[config.mk]
export PLATFORM = sky130hd
export DESIGN_NAME = alu_seq
export DESIGN_NICKNAME = d
export VERILOG_FILES = /design/src/rtl/alu_pkg.sv /design/src/rtl/alu_seq_mul_div_iter.sv /design/src/rtl/alu_seq.sv
export SDC_FILE = /design/constraint.sdc
export NUM_CORES = 1
export LEC_CHECK = 0
export ABC_CLOCK_PERIOD_IN_PS = 3630
export BUFFER_PORTS_ARGS = -buffer_cell sky130_fd_sc_hd__buf_2
export CAP_MARGIN = 0
export CORE_UTILIZATION = 61
export DETAILED_ROUTE_END_ITERATION = 10
export PLACE_DENSITY = 0.82
export SLEW_MARGIN = 15
export SYNTH_ARGS = -nofsm -noshare
export SYNTH_HDL_FRONTEND = slang
export SYNTH_SLANG_ARGS = --single-unit
export TNS_END_PERCENT = 30
[constraint.sdc]
create_clock -name clk -period 3.63 [get_ports clk]
set_input_delay 0.5445 -clock clk [delete_from_list [all_inputs] [get_ports clk]]
set_output_delay 0.5445 -clock clk [all_outputs]
set_load 0.01 [all_outputs]
[src/rtl/alu_pkg.sv]
// Shared opcode/state encodings for the sequential ALU.
// Opcodes 8/9 are only legal when the design is built with ALU_DIV_EN.
package alu_pkg;
    localparam int W          = 8;
    localparam int ITER_CNT_W = $clog2(W) + 1;

    typedef enum logic [3:0] {
        OP_ADD  = 4'd0,
        OP_SUB  = 4'd1,
        OP_AND  = 4'd2,
        OP_OR   = 4'd3,
        OP_XOR  = 4'd4,
        OP_SHL  = 4'd5,
        OP_SHR  = 4'd6,
        OP_MUL  = 4'd7,
        OP_DIV  = 4'd8,
        OP_MOD  = 4'd9,
        OP_PASS = 4'd10
    } op_t;

    typedef enum logic [1:0] {IDLE, RUN, DONE} state_t;
endpackage

[src/rtl/alu_seq_mul_div_iter.sv]
// One-bit-per-cycle shift-add multiplier; restoring divider added under ALU_DIV_EN.
// Outputs show the value after the current step so the caller can capture the last iteration.
module mul_div_iter
    import alu_pkg::*;
#(
    parameter int WIDTH = W
) (
    input  logic             clk,
    input  logic             i_load,
    input  logic             i_step,
    input  logic             i_is_div,
    input  logic [WIDTH-1:0] i_a,
    input  logic [WIDTH-1:0] i_b,
    output logic [WIDTH-1:0] o_lo,
    output logic [WIDTH-1:0] o_hi
);
    logic [WIDTH-1:0] r_hi, r_lo, r_m;
    logic [WIDTH-1:0] w_hi_nxt, w_lo_nxt, w_lo_ld, w_m_ld;
    logic [WIDTH:0]   w_sum;

    // {hi,lo} is the running product; lo starts as the multiplier and shifts out LSB-first
    assign w_sum = {1'b0, r_hi} + (r_lo[0] ? {1'b0, r_m} : '0);

`ifdef ALU_DIV_EN
    logic             r_div;
    logic [WIDTH:0]   w_trial;
    logic [WIDTH-1:0] w_rem;
    logic             w_borrow, w_unused_msb;

    assign w_trial = {r_hi, r_lo[WIDTH-1]};
    assign {w_borrow, w_unused_msb, w_rem} = {1'b0, w_trial} - {2'b00, r_m};
    assign w_lo_ld = i_is_div ? i_a : i_b;
    assign w_m_ld  = i_is_div ? i_b : i_a;

    // Restoring division: hi is the partial remainder, lo collects quotient bits
    always_comb begin
        if (r_div) begin
            w_hi_nxt = w_borrow ? w_trial[WIDTH-1:0] : w_rem;
            w_lo_nxt = {r_lo[WIDTH-2:0], ~w_borrow};
        end else begin
            w_hi_nxt = w_sum[WIDTH:1];
            w_lo_nxt = {w_sum[0], r_lo[WIDTH-1:1]};
        end
    end

    always_ff @(posedge clk) begin
        if (i_load) r_div <= i_is_div;
    end
`else
    logic w_unused_is_div;

    assign w_unused_is_div = i_is_div;
    assign w_lo_ld  = i_b;
    assign w_m_ld   = i_a;
    assign w_hi_nxt = w_sum[WIDTH:1];
    assign w_lo_nxt = {w_sum[0], r_lo[WIDTH-1:1]};
`endif

    always_ff @(posedge clk) begin
        if (i_load) begin
            r_hi <= '0;
            r_lo <= w_lo_ld;
            r_m  <= w_m_ld;
        end else if (i_step) begin
            r_hi <= w_hi_nxt;
            r_lo <= w_lo_nxt;
        end
    end

    assign o_lo = i_step ? w_lo_nxt : r_lo;
    assign o_hi = i_step ? w_hi_nxt : r_hi;
endmodule

[src/rtl/alu_seq.sv]
// Multi-cycle ALU behind the accumulator register file; single-cycle ops done next cycle,
// MUL (and DIV/MOD when ALU_DIV_EN is defined) iterate reg_width cycles.
module alu_seq
    import alu_pkg::*;
#(
    parameter int reg_width = W,
    parameter int op_width  = 4
) (
    input  logic                 clk,
    input  logic                 reset,
    input  logic                 start,
    input  logic [op_width-1:0]  op,
    input  logic [reg_width-1:0] acc_in,
    input  logic [reg_width-1:0] reg_in,
    output logic                 busy,
    output logic                 done,
    output logic                 acc_write,
    output logic [reg_width-1:0] result,
    output logic                 carry,
    output logic                 zero,
    output logic                 illegal
);
    localparam int CNT_W = $clog2(reg_width) + 1;

    state_t               r_state;
    logic [CNT_W-1:0]     r_cnt;
    logic                 r_busy, r_done, r_illegal, r_carry, r_zero;
    logic [reg_width-1:0] r_result;

    logic [reg_width-1:0] w_s_res, w_it_res, w_lo, w_hi;
    logic                 w_s_carry, w_s_ill, w_iter, w_it_carry, w_is_div;
    logic [reg_width:0]   w_add, w_sub, w_shl, w_shr;

    assign w_add = {1'b0, acc_in} + {1'b0, reg_in};
    assign w_sub = {1'b0, acc_in} - {1'b0, reg_in};
    // The spare bit of each shift catches the last bit shifted out
    assign w_shl = {1'b0, acc_in} << reg_in[2:0];
    assign w_shr = {acc_in, 1'b0} >> reg_in[2:0];

    always_comb begin
        w_s_res   = '0;
        w_s_carry = 1'b0;
        w_s_ill   = 1'b0;
        w_iter    = 1'b0;
        case (op)
            OP_ADD:  {w_s_carry, w_s_res} = w_add;
            OP_SUB:  {w_s_carry, w_s_res} = w_sub;
            OP_AND:  w_s_res = acc_in & reg_in;
            OP_OR:   w_s_res = acc_in | reg_in;
            OP_XOR:  w_s_res = acc_in ^ reg_in;
            OP_SHL:  {w_s_carry, w_s_res} = w_shl;
            OP_SHR:  {w_s_res, w_s_carry} = w_shr;
            OP_MUL:  w_iter = 1'b1;
`ifdef ALU_DIV_EN
            OP_DIV,
            OP_MOD:  w_iter = 1'b1;
`endif
            OP_PASS: w_s_res = reg_in;
            default: w_s_ill = 1'b1;
        endcase
    end

`ifdef ALU_DIV_EN
    logic [op_width-1:0] r_op;
    logic                r_b_zero;

    assign w_is_div = (op == OP_DIV) || (op == OP_MOD);

    always_comb begin
        if (r_op == OP_MUL) begin
            w_it_res   = w_lo;
            w_it_carry = |w_hi;
        end else begin
            w_it_res   = (r_op == OP_MOD) ? w_hi : w_lo;
            w_it_carry = r_b_zero;
        end
    end

    always_ff @(posedge clk) begin
        if (reset) begin
            r_op     <= '0;
            r_b_zero <= 1'b0;
        end else if (start && r_state != RUN) begin
            r_op     <= op;
            r_b_zero <= (reg_in == '0);
        end
    end
`else
    assign w_is_div   = 1'b0;
    assign w_it_res   = w_lo;
    assign w_it_carry = |w_hi;
`endif

    mul_div_iter #(.WIDTH(reg_width)) u_iter (
        .clk      (clk),
        .i_load   (start && w_iter && r_state != RUN),
        .i_step   (r_state == RUN),
        .i_is_div (w_is_div),
        .i_a      (acc_in),
        .i_b      (reg_in),
        .o_lo     (w_lo),
        .o_hi     (w_hi)
    );

    always_ff @(posedge clk) begin
        if (reset) begin
            r_state   <= IDLE;
            r_cnt     <= '0;
            r_busy    <= 1'b0;
            r_done    <= 1'b0;
            r_illegal <= 1'b0;
            r_carry   <= 1'b0;
            r_zero    <= 1'b0;
            r_result  <= '0;
        end else begin
            r_done    <= 1'b0;
            r_illegal <= 1'b0;
            case (r_state)
                IDLE, DONE: begin
                    if (start && w_iter) begin
                        r_state <= RUN;
                        r_cnt   <= '0;
                        r_busy  <= 1'b1;
                    end else if (start) begin
                        r_state   <= DONE;
                        r_done    <= 1'b1;
                        r_result  <= w_s_res;
                        r_carry   <= w_s_carry;
                        r_zero    <= (w_s_res == '0);
                        r_illegal <= w_s_ill;
                    end else begin
                        r_state <= IDLE;
                    end
                end
                RUN: begin
                    r_cnt <= r_cnt + 1'b1;
                    if (r_cnt == CNT_W'(reg_width - 1)) begin
                        r_state  <= DONE;
                        r_busy   <= 1'b0;
                        r_done   <= 1'b1;
                        r_result <= w_it_res;
                        r_carry  <= w_it_carry;
                        r_zero   <= (w_it_res == '0);
                    end
                end
                default: r_state <= IDLE;
            endcase
        end
    end

    assign busy      = r_busy;
    assign done      = r_done;
    assign acc_write = r_done;
    assign result    = r_result;
    assign carry     = r_carry;
    assign zero      = r_zero;
    assign illegal   = r_illegal;
endmodule

==> results.md, run 1 <==
* Hold Path Class: flop to flop
* DIE WIDTH at ~80 µm
* Post-synthesis compound-gate area fraction at 24.0%
* # clock sinks at between 40 and 50
* Switching pwr at 594 µW
* Combinational family with the most area after synthesis: compound AO/OA/AOI/OAI gates
* Mean post-synth cell area at 7.99 µm²
* Clk Latency, worst-skew pair at 0.30 ns
* Die area at 6690 µm²
* Slew HR at 48.4%
* N_diodes at 0
* H-tree depth at 2
* Crit start category: input port
* Postcts setup bufs at 0
* Hold Path Stages at 2
* Min Tclk post-route at roughly 3.1 ns
* Crit. End Element: flop
* Switching Share at 37.8%
* Final Setup Violations at 0
* Area after DPL at 4090 µm²
* Post-Synth Simple-Gate Area at roughly 22%
* Post-synthesis mux area share at 8.57%
* Final Total Pwr at 1570 µW
* R2r endpoint: carry$_SDFFE_PP0P_
* Post-synthesis xor/xnor area fraction at 1.80%
* Syn Nets at 547
* Lkg Pwr at around 0.0018 µW
* Post-synthesis register bit count at 43
* Mapped cell area at a little under 4000 µm²
* Critical-path cell list: buf_2, inv_1, ha_1, fa_1, nor3_1, nor3_1, a221o_1, a2111oi_2, nand3_1, or4_1, o32ai_2
* Ports at 37
* R2r worst-path depth at 10
* Reg-to-reg startpoint: u_iter.r_lo[0]$_DFF_P_
* Adder-Cell Fraction of Synth Area at around an eighth
* Die Y-Extent at 81.8 µm
* Worst EP required at 3.85 ns
* Post-DP HPWL at around 8.0 mm
* Final hold slack at around 0.45 ns
* Design area at about 4200 µm²
* Setup_tns at 0 ns
* Max-cap violation count at 0
* R2R setup slack at 0.87 ns
* Cell Int Power at 975 µW
* Post-synth cell types at 67
* Hold Startpoint: result[5]$_SDFFE_PP0P_
* Buffers on Ports at 36
* Pin count of the biggest net entering global routing at 28
* Yosys warning count at 0
* DP Cell Count at 577
* DR DRC count at 0
* Vias in the first global route at 3,495
* Crit-path most repeated cell: nor3_1
* Antenna viol nets, final at 0
* Grt total ovfl at 0
* Final period util at 86.1%
* EDFF count, synth at 8
* Clock buffer depth at 2
* Clock transition at path regs at 0.09 ns
* Clk_skew at approximately 0.009 ns
* Endpoint, Worst Hold: result[5]$_SDFFE_PP0P_
* Core Footprint at 6030 µm²
* WL/cell at 18.3 µm
* First-pass GRT wire length at around 17 mm
* RSZ-0062 raised after global routing: no
* GRT Util Overall at 33.4%
* Proportion of layout cells with a drive suffix above 1 at 14.1%
* Slew Viols, Final at 0
* Final Hold Viols at 0
* Fmax at 320 MHz
* Flop pwr share at around two fifths
* Combinational Power Share at 41.0%
* RD Place Congestion at just over 1
* PwrDens at approximately 380 nW/µm²
* DR iter-0 viols at 257
* Critical Path Fanout Max at 7
* Resize count post-CTS at 0
* Worst EP arrival at 3.35 ns
* Fill count at 525
* CP max stage delay at 0.50 ns
* Slowest stage cell, crit path: or4_1
* Starting density of the core at 64.5%
* Nets at 570
* Final Instance Count excl. Fillers at 585
* Routed via count at 3,798
* FFs w/ async S/R, synth at 0%
* Setup CP Type: input port to flop
* Max VDD drop at slightly above 0.3 mV
* Root Buffer: clkbuf_8
* Status: completed
* Row cnt at 28
* CTS tree: done
* Post-Syn Instances at 486
* Hold_buf cts at 0
* Vias/cell at 6.49
* Register area share after synthesis at roughly a quarter
* Clock power frac at 19.2%
* Main synth FF type: dfxtp_1
* Initial antenna violation count at 0
* Final wirelength at around 11 mm
* Layout area overhead at 7.34%
* Slew at the pin closest to its max-slew limit at 0.775 ns
* CTS Buf Count at 5
* DR pass1 iterations at 6
## worst max-delay path by stage
stage / start / end / cells after the start
after CTS: acc_in[0] / zero$_SDFFE_PP0P_ / 11
final: acc_in[0] / zero$_SDFFE_PP0P_ / 11
after detailed placement: acc_in[0] / zero$_SDFFE_PP0P_ / 11
after global routing: acc_in[0] / zero$_SDFFE_PP0P_ / 11
after floorplan: acc_in[0] / zero$_SDFFE_PP0P_ / 10
after global placement: acc_in[0] / zero$_SDFFE_PP0P_ / 11
## Yosys cell counts (3+ instances only)
library cell   n  area (µm²)
a31oi_1        9        56.3
xnor2_1        5        43.8
o21a_1         4        30.0
dfxtp_1       35         701
a221oi_1       4        35.0
nor2b_1        8        50.1
nand3_1       12        60.1
nand3b_1       4        30.0
o21bai_1       3        22.5
o2bb2ai_1      3        26.3
and2_1        11        68.8
nor3_1        17        85.1
ha_1          35         438
o221ai_1       3        26.3
a211oi_1      12        90.1
o22ai_1        7        43.8
mux4_2         6         135
inv_1         23        86.3
buf_2          7        35.0
fa_1           3        60.1
a22oi_1        6        45.0
o21ai_0       20         100
or3_1          3        18.8
a21oi_1       31         155
nor2_1        56         210
edfxtp_1       8         240
xor2_1         3        26.3
mux2i_1       13         130
a21o_1         5        37.5
nand2_1       49         184
a211o_1        3        26.3
mux2_2         6        67.6
and3_1         3        18.8
buf_1          3        11.3
buf_4          3        22.5
clkbuf_1      15        56.3
nand2b_1       6        37.5
## power by group through the flow
stage / Sequential (µW) / Combinational [µW] / Clock (µW)
after floorplan: 620 / 482 / 0
after global placement: 629 / 613 / 0
after detailed placement: 634 / 629 / 0
after CTS: 624 / 633 / 307
after global routing: 637 / 713 / 322
final: 625 / 643 / 301
## placed cells by master (no fill, tap or decap), types with 6 or more instances in the layout
master,Yosys,layout
nor2_1,56,56
a211oi_1,12,12
dfxtp_1,35,35
nor2b_1,8,8
a22oi_1,6,6
o22ai_1,7,7
edfxtp_1,8,8
nand2b_1,6,6
mux2_2,6,6
o21ai_0,20,20
inv_1,23,23
nor3_1,17,17
mux2i_1,13,13
nand3_1,12,12
a31oi_1,9,9
mux4_2,6,6
buf_4,3,10
nand2_1,49,49
a21oi_1,31,31
and2_1,11,11
buf_2,7,36
ha_1,35,35
## area by class of cell
cell class / count / area [µm²] / area share, %
sequential: 43 / 941 / 22.6
timing repair buffer: 46 / 255 / 6.12
clock buffer: 5 / 68.8 / 1.65
inverter: 25 / 93.8 / 2.25
clock inverter: 3 / 15.0 / 0.360
tap: 75 / 93.8 / 2.25
multi-input combinational: 388 / 2700 / 64.8
## critical path, delay by kind of cell
kind | cells | cell delay, ns
and+or+nand+nor | 4 | 0.90
AOI/OAI and AO/OA | 3 | 1.03
buffers and inverters | 2 | 0.22
adders and majority gates | 2 | 0.66
## per-layer routing
layer	GRT usage [%]	wire, µm	up-vias
li1	-	-	1820
met1	43.6	4690	1776
met2	54.6	5070	171
met3	2.78	585	31
met4	17.5	356	0
met5	0	0	-
## flip-flops by register name (all words and copies together), names as in the netlist
name	cells
r_cnt	4
u_iter.r_hi	8
zero	1
r_state	2
u_iter.r_m	8
acc_write	1
u_iter.r_lo	8
illegal	1
busy	1
carry	1
result	8
## metrics by stage
| step | setup WS [ns] | utilization, % |
|---|---|---|
| detailed placement | 0.200 | 67.8 |
| finish | 0.504 | 69.2 |
| floorplan | 0.621 | - |
| global route | 0.374 | 69.2 |
| global placement | 0.272 | 67.8 |
| CTS | 0.521 | 69.2 |
## logic make-up after synthesis
group                    after synthesis
adder cells (fa/ha/maj)               38
AND/OR/NAND/NOR                      182
AO/OA/AOI/OAI                        135
XOR/XNOR                               8
flip-flops                            43
multiplexers                          25
buffers and inverters                 55
(Power assumes the default switching activity.)
==> run 2: changes to the inputs <==
==> constraint.sdc (replaced) <==
create_clock -name clk -period 3.63 [get_ports clk]
set_input_delay 0.1815 -clock clk [delete_from_list [all_inputs] [get_ports clk]]
set_output_delay 0.1815 -clock clk [all_outputs]
set_load 0.01 [all_outputs]
==> results.md, run 2 (synthesized netlist as in run 1, its figures left out) <==
* Most frequent cells in the layout: 56 x nor2_1, 49 x nand2_1, 36 x buf_2
* Layout area overhead at 7.89%
* Resize count post-CTS at 0 (unchanged)
* Die area at 6690 µm² (unchanged)
* Slew Viols, Final at 0 (unchanged)
* Final wirelength at 11.0 mm (+2.6%)
* # clock sinks at 43 (unchanged)
* Final core utilization at 69.6% (+0.35 points)
* Root Buffer: clkbuf_8
* Clk Latency, worst-skew pair at 0.30 ns (about the same)
* R2r endpoint: carry$_SDFFE_PP0P_
* CP max stage delay at 0.46 ns (-0.04 ns)
* Setup_tns at 0 ns (unchanged)
* Vias/cell at 6.56 (+1.1%)
* Ports at 37 (unchanged)
* Postcts setup bufs at 0 (unchanged)
* Pin count of the biggest net entering global routing at 28 (unchanged)
* Clock transition at path regs at 0.08 ns (about the same)
* Row cnt at 28 (unchanged)
* Initial antenna violation count at 0 (unchanged)
* Nets at 566 (-0.70%)
* Slew at the pin closest to its max-slew limit at 0.774 ns (-0.000965 ns)
* Commonest non-fill, non-tap cell in the layout: nor2_1
* GRT Util Overall at 33.6% (+0.19 points)
* Post-DP HPWL at 8.12 mm (+1.0%)
* Status: completed
* Final Hold Viols at 0 (unchanged)
* Critical-path cell list: and2_1, ha_1, fa_1, a211oi_1, o21bai_1, a21oi_1, nand3_1, a211oi_1, o2111ai_1, a32o_1
* DR DRC count at 0 (unchanged)
* Proportion of layout cells with a drive suffix above 1 at 13.4% (-0.68 points)
* Crit start category: flop
* Clock buffer depth at 2 (unchanged)
* Lkg Pwr at 0.00182 µW (about the same)
* Final Total Pwr at 1710 µW (+9.0%)
* Fmax at 338 MHz (+5.7%)
* Slowest stage cell, crit path: fa_1
* R2R setup slack at 0.67 ns (-0.20 ns)
* DIE WIDTH at 81.8 µm (unchanged)
* First-pass GRT wire length at 16.8 mm (-0.97%)
* Crit. End Element: flop
* Slew HR at 48.3% (about the same)
* RSZ-0062 raised after global routing: no
* Worst EP required at 3.82 ns (-0.03 ns)
* Clk_skew at 0.00493 ns (-0.00413 ns)
* Core Footprint at 6030 µm² (unchanged)
* Final period util at 81.5% (-4.6 points)
* Hold_buf cts at 0 (unchanged)
* Design area at 4190 µm² (+0.51%)
* Max-cap violation count at 0 (unchanged)
* Grt total ovfl at 0 (unchanged)
* Hold Path Class: input port to flop
* Final Setup Violations at 0 (unchanged)
* DR pass1 iterations at 5 (-1)
* Setup CP Type: flop to flop
* PwrDens at 408 nW/µm² (+8.4%)
* Hold Startpoint: acc_in[0]
* WL/cell at 18.9 µm (+3.3%)
* Reg-to-reg startpoint: u_iter.r_lo[0]$_DFF_P_
* Critical Path Fanout Max at 9 (+2)
* Die Y-Extent at 81.8 µm (unchanged)
* R2r worst-path depth at 10 (unchanged)
* Crit-path most repeated cell: a211oi_1
* Area after DPL at 4060 µm² (-0.73%)
* Max VDD drop at 0.434 mV (+39%)
* RD Place Congestion at 1.01 (+0.31%)
* N_diodes at 0 (unchanged)
* Vias in the first global route at 3,406 (-2.5%)
* Routed via count at 3,813 (+0.39%)
* CTS Buf Count at 5 (unchanged)
* Antenna viol nets, final at 0 (unchanged)
* H-tree depth at 2 (unchanged)
* Starting density of the core at 64.5% (unchanged)
* Buffers on Ports at 36 (unchanged)
* Hold Path Stages at 1 (-1)
* CTS tree: done
* Endpoint, Worst Hold: u_iter.r_m[0]$_DFFE_PP_
* Worst EP arrival at 3.14 ns (-0.21 ns)
* Min Tclk post-route at 2.96 ns (-0.168 ns)
* DR iter-0 viols at 278 (+8.2%)
==> run 2: power by group <==
part	leakage, µW	internal [µW]	total, µW	switching [µW]
Combinational	0.00140	280	643	364
Clock	0.0000654	275	441	166
Sequential	0.000361	563	625	62.6
Total	0.00182	1120	1710	592
==> run 2: through the flow <==
stage / cells / worst slack [ns] / hold slack (ns)
floorplan: 486 / 0.984 / 0.280
global placement: 573 / 0.646 / 0.439
detailed placement: 573 / 0.512 / 0.444
CTS: 581 / 0.690 / 0.155
global route: 581 / 0.500 / 0.162
finish: 581 / 0.673 / 0.167
==> run 2: layout make-up <==
type	instances	area (µm²)
inverters	25	93.8
fillers	484	1830
flip-flops and latches	43	941
multi-input cells	388	2710
repair buffers	42	225
clock buffers	6	72.6
well taps	75	93.8
clock inverters	2	60.1
==> run 2: worst max path at each step <==
| stage | from | endpoint |
|---|---|---|
| after floorplan | acc_in[0] | zero$_SDFFE_PP0P_ |
| final | u_iter.r_lo[0]$_DFF_P_ | carry$_SDFFE_PP0P_ |
| after CTS | u_iter.r_lo[0]$_DFF_P_ | carry$_SDFFE_PP0P_ |
| after global routing | u_iter.r_lo[0]$_DFF_P_ | carry$_SDFFE_PP0P_ |
| after detailed placement | acc_in[0] | zero$_SDFFE_PP0P_ |
| after global placement | acc_in[0] | zero$_SDFFE_PP0P_ |
==> run 2: worst max-delay path, delay by kind of cell, from the launching register on <==
| kind | cells | cell delay (ns) |
|---|---|---|
| compound gates | 6 | 1.46 |
| fa+ha+maj | 2 | 0.70 |
| flops | 1 | 0.38 |
| simple gates | 2 | 0.30 |
==> run 2: per-layer routing <==
layer  up-vias  track usage [%]  part of all wire [%]
met5         -                0                     0
met4         0             13.0                   2.9
met3        27             4.78                   7.8
met2       212             56.4                    47
met1      1757             43.3                    42
li1       1817                -                     -
